==> src/rtl/mem_access_ctrl.sv <==
// mem_access_ctrl
//
// Sequencing stage between the CPU address-select mux and memory. A request
// accepted while idle latches address, write data and direction, then drives
// one memory access lasting WAIT_STATES+1 cycles (or longer, until mem_ack,
// when the acknowledge option is built in). After the access it gives a
// one-cycle done pulse. Read data is held on rdata_out until the next read
// completes.
//
// Optional feature macro: MEM_CTRL_ACK_EN
//   defined   -> mem_ack input exists; ACCESS exits only when the wait
//                counter has reached 0 and mem_ack=1 on the same edge.
//   undefined -> fixed-latency access, no mem_ack port.
//
// Ports:
//   clk        in   clock, all state changes on the rising edge
//   reset      in   synchronous active-high reset
//   req        in   access request, taken only while ready=1
//   we         in   1=write, 0=read, sampled with req
//   addr_in    in   address from the address-select mux
//   wdata_in   in   write data, sampled with req
//   ready      out  idle, can accept a request
//   done       out  one-cycle completion pulse
//   rdata_out  out  last read data
//   mem_en     out  memory enable, high for the whole access
//   mem_we     out  memory write strobe
//   mem_addr   out  latched access address
//   mem_wdata  out  latched write data
//   mem_rdata  in   memory read data
//   mem_ack    in   memory acknowledge (MEM_CTRL_ACK_EN only)

module mem_access_ctrl #(
  parameter int ADDRESS_BUS_WIDTH = 16,
  parameter int DATA_BUS_WIDTH    = 16,
  parameter int WAIT_STATES       = 2   // legal range 0..15
) (
  input  logic                         clk,
  input  logic                         reset,
  input  logic                         req,
  input  logic                         we,
  input  logic [ADDRESS_BUS_WIDTH-1:0] addr_in,
  input  logic [DATA_BUS_WIDTH-1:0]    wdata_in,
  output logic                         ready,
  output logic                         done,
  output logic [DATA_BUS_WIDTH-1:0]    rdata_out,
  output logic                         mem_en,
  output logic                         mem_we,
  output logic [ADDRESS_BUS_WIDTH-1:0] mem_addr,
  output logic [DATA_BUS_WIDTH-1:0]    mem_wdata,
  input  logic [DATA_BUS_WIDTH-1:0]    mem_rdata
`ifdef MEM_CTRL_ACK_EN
  ,
  input  logic                         mem_ack
`endif
);

  typedef enum logic [1:0] {
    ST_IDLE   = 2'd0,
    ST_ACCESS = 2'd1,
    ST_DONE   = 2'd2
  } state_t;

  localparam logic [3:0] WAIT_LOAD = 4'(WAIT_STATES);

  state_t                         state_q, state_d;
  logic [3:0]                     cnt_q, cnt_d;
  logic [ADDRESS_BUS_WIDTH-1:0]   addr_q, addr_d;
  logic [DATA_BUS_WIDTH-1:0]      wdata_q, wdata_d;
  logic                           we_q, we_d;
  logic [DATA_BUS_WIDTH-1:0]      rdata_q, rdata_d;

  // Memory-side permission to finish the access once the counter is spent.
  logic ack_ok;
`ifdef MEM_CTRL_ACK_EN
  assign ack_ok = mem_ack;
`else
  assign ack_ok = 1'b1;
`endif

  always_comb begin
    state_d = state_q;
    cnt_d   = cnt_q;
    addr_d  = addr_q;
    wdata_d = wdata_q;
    we_d    = we_q;
    rdata_d = rdata_q;
    case (state_q)
      ST_IDLE: begin
        if (req) begin
          addr_d  = addr_in;
          wdata_d = wdata_in;
          we_d    = we;
          cnt_d   = WAIT_LOAD;
          state_d = ST_ACCESS;
        end
      end
      ST_ACCESS: begin
        // Testing for zero first means the counter can never wrap; in ack
        // mode it simply sits at zero until the acknowledge arrives.
        if (cnt_q != 4'd0) begin
          cnt_d = cnt_q - 4'd1;
        end else if (ack_ok) begin
          if (!we_q) begin
            rdata_d = mem_rdata;
          end
          state_d = ST_DONE;
        end
      end
      ST_DONE: begin
        state_d = ST_IDLE;
      end
      default: begin
        state_d = ST_IDLE;
      end
    endcase
  end

  always_ff @(posedge clk) begin
    if (reset) begin
      state_q <= ST_IDLE;
      cnt_q   <= '0;
      addr_q  <= '0;
      wdata_q <= '0;
      we_q    <= 1'b0;
      rdata_q <= '0;
    end else begin
      state_q <= state_d;
      cnt_q   <= cnt_d;
      addr_q  <= addr_d;
      wdata_q <= wdata_d;
      we_q    <= we_d;
      rdata_q <= rdata_d;
    end
  end

  // All handshake outputs decode registered state only, so req never
  // reaches them combinationally.
  assign ready     = (state_q == ST_IDLE);
  assign done      = (state_q == ST_DONE);
  assign mem_en    = (state_q == ST_ACCESS);
  assign mem_we    = (state_q == ST_ACCESS) && we_q;
  assign mem_addr  = addr_q;
  assign mem_wdata = wdata_q;
  assign rdata_out = rdata_q;

endmodule

==> config.mk <==
export PLATFORM = sky130hd
export DESIGN_NAME = mem_access_ctrl
export DESIGN_NICKNAME = d
export VERILOG_FILES = /design/src/rtl/mem_access_ctrl.sv
export SDC_FILE = /design/constraint.sdc
export NUM_CORES = 1
export LEC_CHECK = 0
export CAP_MARGIN = 20
export CELL_PAD_IN_SITES_DETAIL_PLACEMENT = 2
export CELL_PAD_IN_SITES_GLOBAL_PLACEMENT = 2
export CORE_ASPECT_RATIO = 1.1
export CORE_MARGIN = 2
export CORE_UTILIZATION = 23
export CTS_BUF_LIST = sky130_fd_sc_hd__clkbuf_8
export CTS_CLUSTER_DIAMETER = 60
export CTS_CLUSTER_SIZE = 40
export DETAILED_ROUTE_END_ITERATION = 7
export PLACE_DENSITY_LB_ADDON = 0.1
export SYNTH_ARGS = -nofsm -noshare
export SYNTH_HDL_FRONTEND = slang
export SYNTH_SLANG_ARGS = --single-unit
export TNS_END_PERCENT = 10
==> constraint.sdc <==
create_clock -name clk -period 2.2 [get_ports clk]
set_input_delay 0.22 -clock clk [delete_from_list [all_inputs] [get_ports clk]]
set_output_delay 0.22 -clock clk [all_outputs]
set_load 0.02 [all_outputs]
# After elaboration in Yosys (flattened, before gate mapping)
# Cells that the tools add are included.
# Widths: inputs -> output; s select.
dict set report op_classes {
  n_reduce_logical 8
  n_mux 6
  n_eq_ne 5
  n_bitwise 2
  add_sub_neg 1
}
# operator n
set ops {}
lappend ops {{$mux 4} 2}
lappend ops {{$pmux 4 s2} 1}
lappend ops {{$reduce_and 3->1} 2}
lappend ops {{$mux 2} 2}
lappend ops {{$ne 2x2->1 const B} 2}
lappend ops {{$pmux 2 s2} 1}
lappend ops {{$reduce_and 2->1} 2}
lappend ops {{$reduce_bool 4->1} 1}
lappend ops {{$sub 4x1->4 const B} 1}
lappend ops {{$eq 2x1->1 const B} 1}
lappend ops {{$eq 2x2->1 const B} 1}
lappend ops {{$logic_not 2->1} 1}
lappend ops {{$ne 2x1->1 const B} 1}
lappend ops {{$not 1->1} 2}
lappend ops {{$reduce_bool 2->1} 1}
lappend ops {{$logic_and 1x1->1} 1}
dict set report totals {
  wordCells 28
  ff_bits 55
  inputBits 52
  out_inout_bits 52
}

# Depth between registers and ports, before layout
dict set report logic_depth {
  depth_word 3
  mapped_depth 6
  mapped_depth_nobuf 5
}

# Worst setup path before layout
# No wires, ideal clock.
dict set report synth_path {
  path_type {register to register}
  start {register cnt_q[0]}
  end {register cnt_q[3]}
  t_required_ns 2.120
  setup_slack_ns 0.655
  period_less_slack_ns 1.545
  path_stages_with_launch 6
  path_buffers 0
  setup_time_ns 0.080
  arrival_ns 1.465
  cell_sequence {dfxtp_1 inv_1 ha_1 nor4bb_2 or4_1 a211oi_2}
}
dict set report synth_via {
  elab_chain_cells 3
  word_cells_on_any_way 6
  classes_between {add/sub (1); eq/ne (1); mux (2); reduce/logical (2)}
}
# item line
set synth_rtl {}
lappend synth_rtl {{start, declared} 66} ;# logic [3:0] cnt_q, cnt_d;
lappend synth_rtl {{start signal, assigned} 128} ;# cnt_q <= cnt_d;
lappend synth_rtl {{$sub 4x1->4 or $reduce_bool 4->1 (tied branches)} {101, 100}}
lappend synth_rtl {{$mux 4 or $ne 2x1->1 (tied branches)} --}
lappend synth_rtl {{$pmux 4 s2 or $reduce_and 3->1 (tied branches)} --}
# Several ways; a longest one is shown, not always the timed one. The select of a mux whose other input is x is not followed.
# A chain may end at the register's enable or synchronous reset.

# Final worst setup path
dict set report layout_path {
  start {register state_q[1]}
  end {output port mem_we}
}
dict set report layout_via {
  elab_chain_cells 2
}
# item line
set layout_rtl {}
lappend layout_rtl {{start, declared} 65} ;# state_t state_q, state_d;
lappend layout_rtl {{start signal, assigned} 127} ;# state_q <= state_d;
lappend layout_rtl {{$eq 2x1->1} 141} ;# assign mem_we = (state_q == ST_ACCESS) && we_q;
lappend layout_rtl {{$logic_and 1x1->1} 141}
lappend layout_rtl {{end, declared} 47} ;# output logic mem_we,
# Every way passes these cells.

==> flow_summary.json <==
{
  "status": "finished clean",
  "cp-end-kind": "output port",
  "drtPass1Iterations": 4,
  "grt_use_met1_pct": 16.6,
  "fin_crit_sh_pct": 93.3,
  "design.core.area_mm2": 0.00931,
  "crit_path_start_kind": "flop",
  "post_cts_buffers": 0,
  "synth_area_mm2": 0.00218,
  "crit_path_max_fanout": 14,
  "syn_inst": 255,
  "drive_above_1_share_pct": 7.12,
  "vias_per_cell": 4.69,
  "ios": 104,
  "switching_share_pct": 34.1,
  "ff2ff_path_depth": 5,
  "setup_violations": 0,
  "rsz0062_at_grt": "false",
  "clock_path_buffers": 2,
  "die_w_um": 96.9,
  "p_int_uw": 1740,
  "via_count": 2195,
  "syn_area_per_cell_um2": 8.57,
  "hold_end": "mem_addr[8]$_SDFFE_PP0P_",
  "wl_um": 7240,
  "synth_seq_cells": 55,
  "crit-reg2reg-launch": "cnt_q[0]$_SDFFE_PP0P_",
  "cp.arrival_ns": 1.83,
  "wire_per_inst_um": 15.5,
  "initial_utilization_pct": 23.5,
  "die_area_mm2": 0.0103,
  "post-route-drc-count": 0,
  "synth_top_area_cell": "dfxtp_1",
  "fmax_mhz": 487,
  "leakage_uw": 0.00119,
  "max_cap_violations": 0,
  "io_buffers": 103,
  "power_switching_uw": 904,
  "fin_skew_ns": 0.00676,
  "cts_sinks": 55,
  "fin_util_pct": 36.8,
  "layout.nets": 405,
  "antenna_left": 0,
  "drt_iter0_drc": 57,
  "antenna_found_initial": 0,
  "worstSetupPathType": "flop to output port",
  "place.gp.congestion": 0.688,
  "fin_hold_ws_ns": 0.378,
  "finalMaxSlewViolations": 0,
  "vdd_ir_drop_max_mv": 0.214,
  "grt.overflow.total": 0,
  "die-height_um": 106,
  "met3_usage_pct": 4.93,
  "clkTransAtPathRegs_ns": 0.09,
  "grtUsageMet2_pct": 24.7,
  "grt-busiest-layer": "met2",
  "yosys_warnings": 0,
  "grt_pass1_wl_um": 11800,
  "setup_tns_ns": 0,
  "yosysSeqAreaShare_pct": 50.4,
  "comb_power_share_pct": 33.8,
  "hold_path.class": "input port to flop",
  "grt_use_total_pct": 14.3,
  "fp-row-count": 37,
  "hold_depth": 2,
  "diodes": 0,
  "required_ns": 1.98,
  "htree_levels": 2,
  "finalCriticalPeriod_ns": 2.05,
  "cts_made_buffers": 5,
  "seqPwrFrac_pct": 44.3,
  "hold_viol": 0,
  "synth.area.top_cells": "dfxtp_1, a21oi_1, nand2_1",
  "yosysTopAreaCellShare_pct": 50.4,
  "min_from": "reset",
  "dp_hpwl_um": 5080,
  "fillers": 1056,
  "insertion_delay_ns": 0.32,
  "cts_tree": "yes",
  "power_density_mw_per_mm2": 774,
  "worstMarginPinSlew_ns": 0.756,
  "areaGrowthSynthToFinish_pct": 56.6,
  "ys_types": 30,
  "slew-limit-headroom_pct": 49.6,
  "reg2reg_slack_ns": 0.35,
  "grt_pass1_vias": 2378,
  "grt_max_degree": 34,
  "power_uw": 2650,
  "synthesis.nets": 309,
  "r2r-end": "rdata_out[12]$_SDFFE_PP0P_",
  "pwr-share-clk_pct": 21.9,
  "cts_root_buf": "clkbuf_8"
}
[through the flow]
| step | area, µm² | cells | worst slack (ns) |
|---|---|---|---|
| after floorplan | 2180 | 255 | 0.655 |
| after global placement | 3330 | 461 | 0.392 |
| after detailed placement | 3330 | 461 | 0.366 |
| after CTS | 3420 | 468 | 0.0662 |
| after global routing | 3420 | 468 | 0.0404 |
| final | 3420 | 468 | 0.148 |
[Yosys cell counts, drive strengths merged]
master  instances
a21oi          50
o21ai           1
nor2            1
dfxtp          55
a211oi          2
o21bai          1
nand3           1
or3b            2
inv             3
nor4bb          1
or3             1
nand2b          1
ha              2
clkbuf         12
nor3b           4
or4             1
and2            1
nor3            3
nand4b         16
a311oi          1
nand2          66
o31ai          17
mux2            1
buf            11
nor2b           1
[area by class of cell]
cell class | count | area (µm²) | area share, %
timing repair buffer | 112 | 1090 | 32.0
inverter | 3 | 11.3 | 0.329
tap | 117 | 146 | 4.28
multi-input combinational | 174 | 980 | 28.6
clock inverter | 1 | 5.00 | 0.146
sequential | 55 | 1100 | 32.2
clock buffer | 6 | 82.6 | 2.41
[cell usage in the layout (no fill, tap or decap), drive strengths merged]
cell type      count
clkdlybuf4s50    102
nand2             66
dfxtp             55
a21oi             50
o31ai             17
nand4b            16
buf               10
clkbuf             6
nor3b              4
nor3               3
inv                3
ha                 2
or3b               2
a211oi             2
nand2b             1
nor2               1
nor2b              1
and2               1
nor4bb             1
o21bai             1
mux2               1
a311oi             1
o21ai              1
nand3              1
or3                1
or4                1
clkinv             1
[critical path, stage by stage, from the launching register on]
cell and delay (ns):
dfxtp_1 0.38, nand2b_1 0.19, inv_2 0.19, and2_1 0.15
clkdlybuf4s50_1 0.61
[routing by layer]
layer	vias up	routed length (µm)
met1	1054	3140
met3	5	479
met5	-	0
met4	0	96
met2	62	3530
li1	1074	-
[sequential cells by signal, indices dropped and copies added, names as in the netlist]
name / cells
rdata_out: 16
cnt_q: 4
we_q: 1
mem_addr: 16
state_q: 2
mem_wdata: 16
[kinds of logic after synthesis]
| logic type | synth area share, % |
|---|---|
| and+or+nand+nor | 23.7 |
| adders and majority gates | 1.15 |
| buffers and inverters | 5.04 |
| muxes | 0.515 |
| AOI/OAI and AO/OA | 19.2 |
| DFF | 50.4 |
[worst max-delay path by stage]
| stage | to | startpoint | slack (ns) |
|---|---|---|---|
| floorplan | cnt_q[3]$_SDFFE_PP0P_ | cnt_q[0]$_SDFFE_PP0P_ | 0.66 |
| global placement | cnt_q[1]$_SDFFE_PP0P_ | cnt_q[0]$_SDFFE_PP0P_ | 0.39 |
| detailed placement | mem_addr[10]$_SDFFE_PP0P_ | req | 0.37 |
| CTS | mem_we | state_q[0]$_SDFFE_PP0P_ | 0.07 |
| global route | mem_we | state_q[1]$_SDFFE_PP0P_ | 0.04 |
| finish | mem_we | state_q[1]$_SDFFE_PP0P_ | 0.15 |
[power by group through the flow]
stage | registers [µW] | logic [µW] | clock network [µW]
global route | 1190 | 988 | 652
finish | 1170 | 895 | 581
detailed placement | 1200 | 911 | 0
global placement | 1190 | 904 | 0
CTS | 1170 | 915 | 627
floorplan | 1280 | 403 | 0
[repair_timing]
item                                    4_1_cts  5_1_grt
hold buffers                                  0        0
endpoints found under the setup margin        0        1
resized for setup                             0        1
Note: power is estimated with default switching activity, not from simulation.
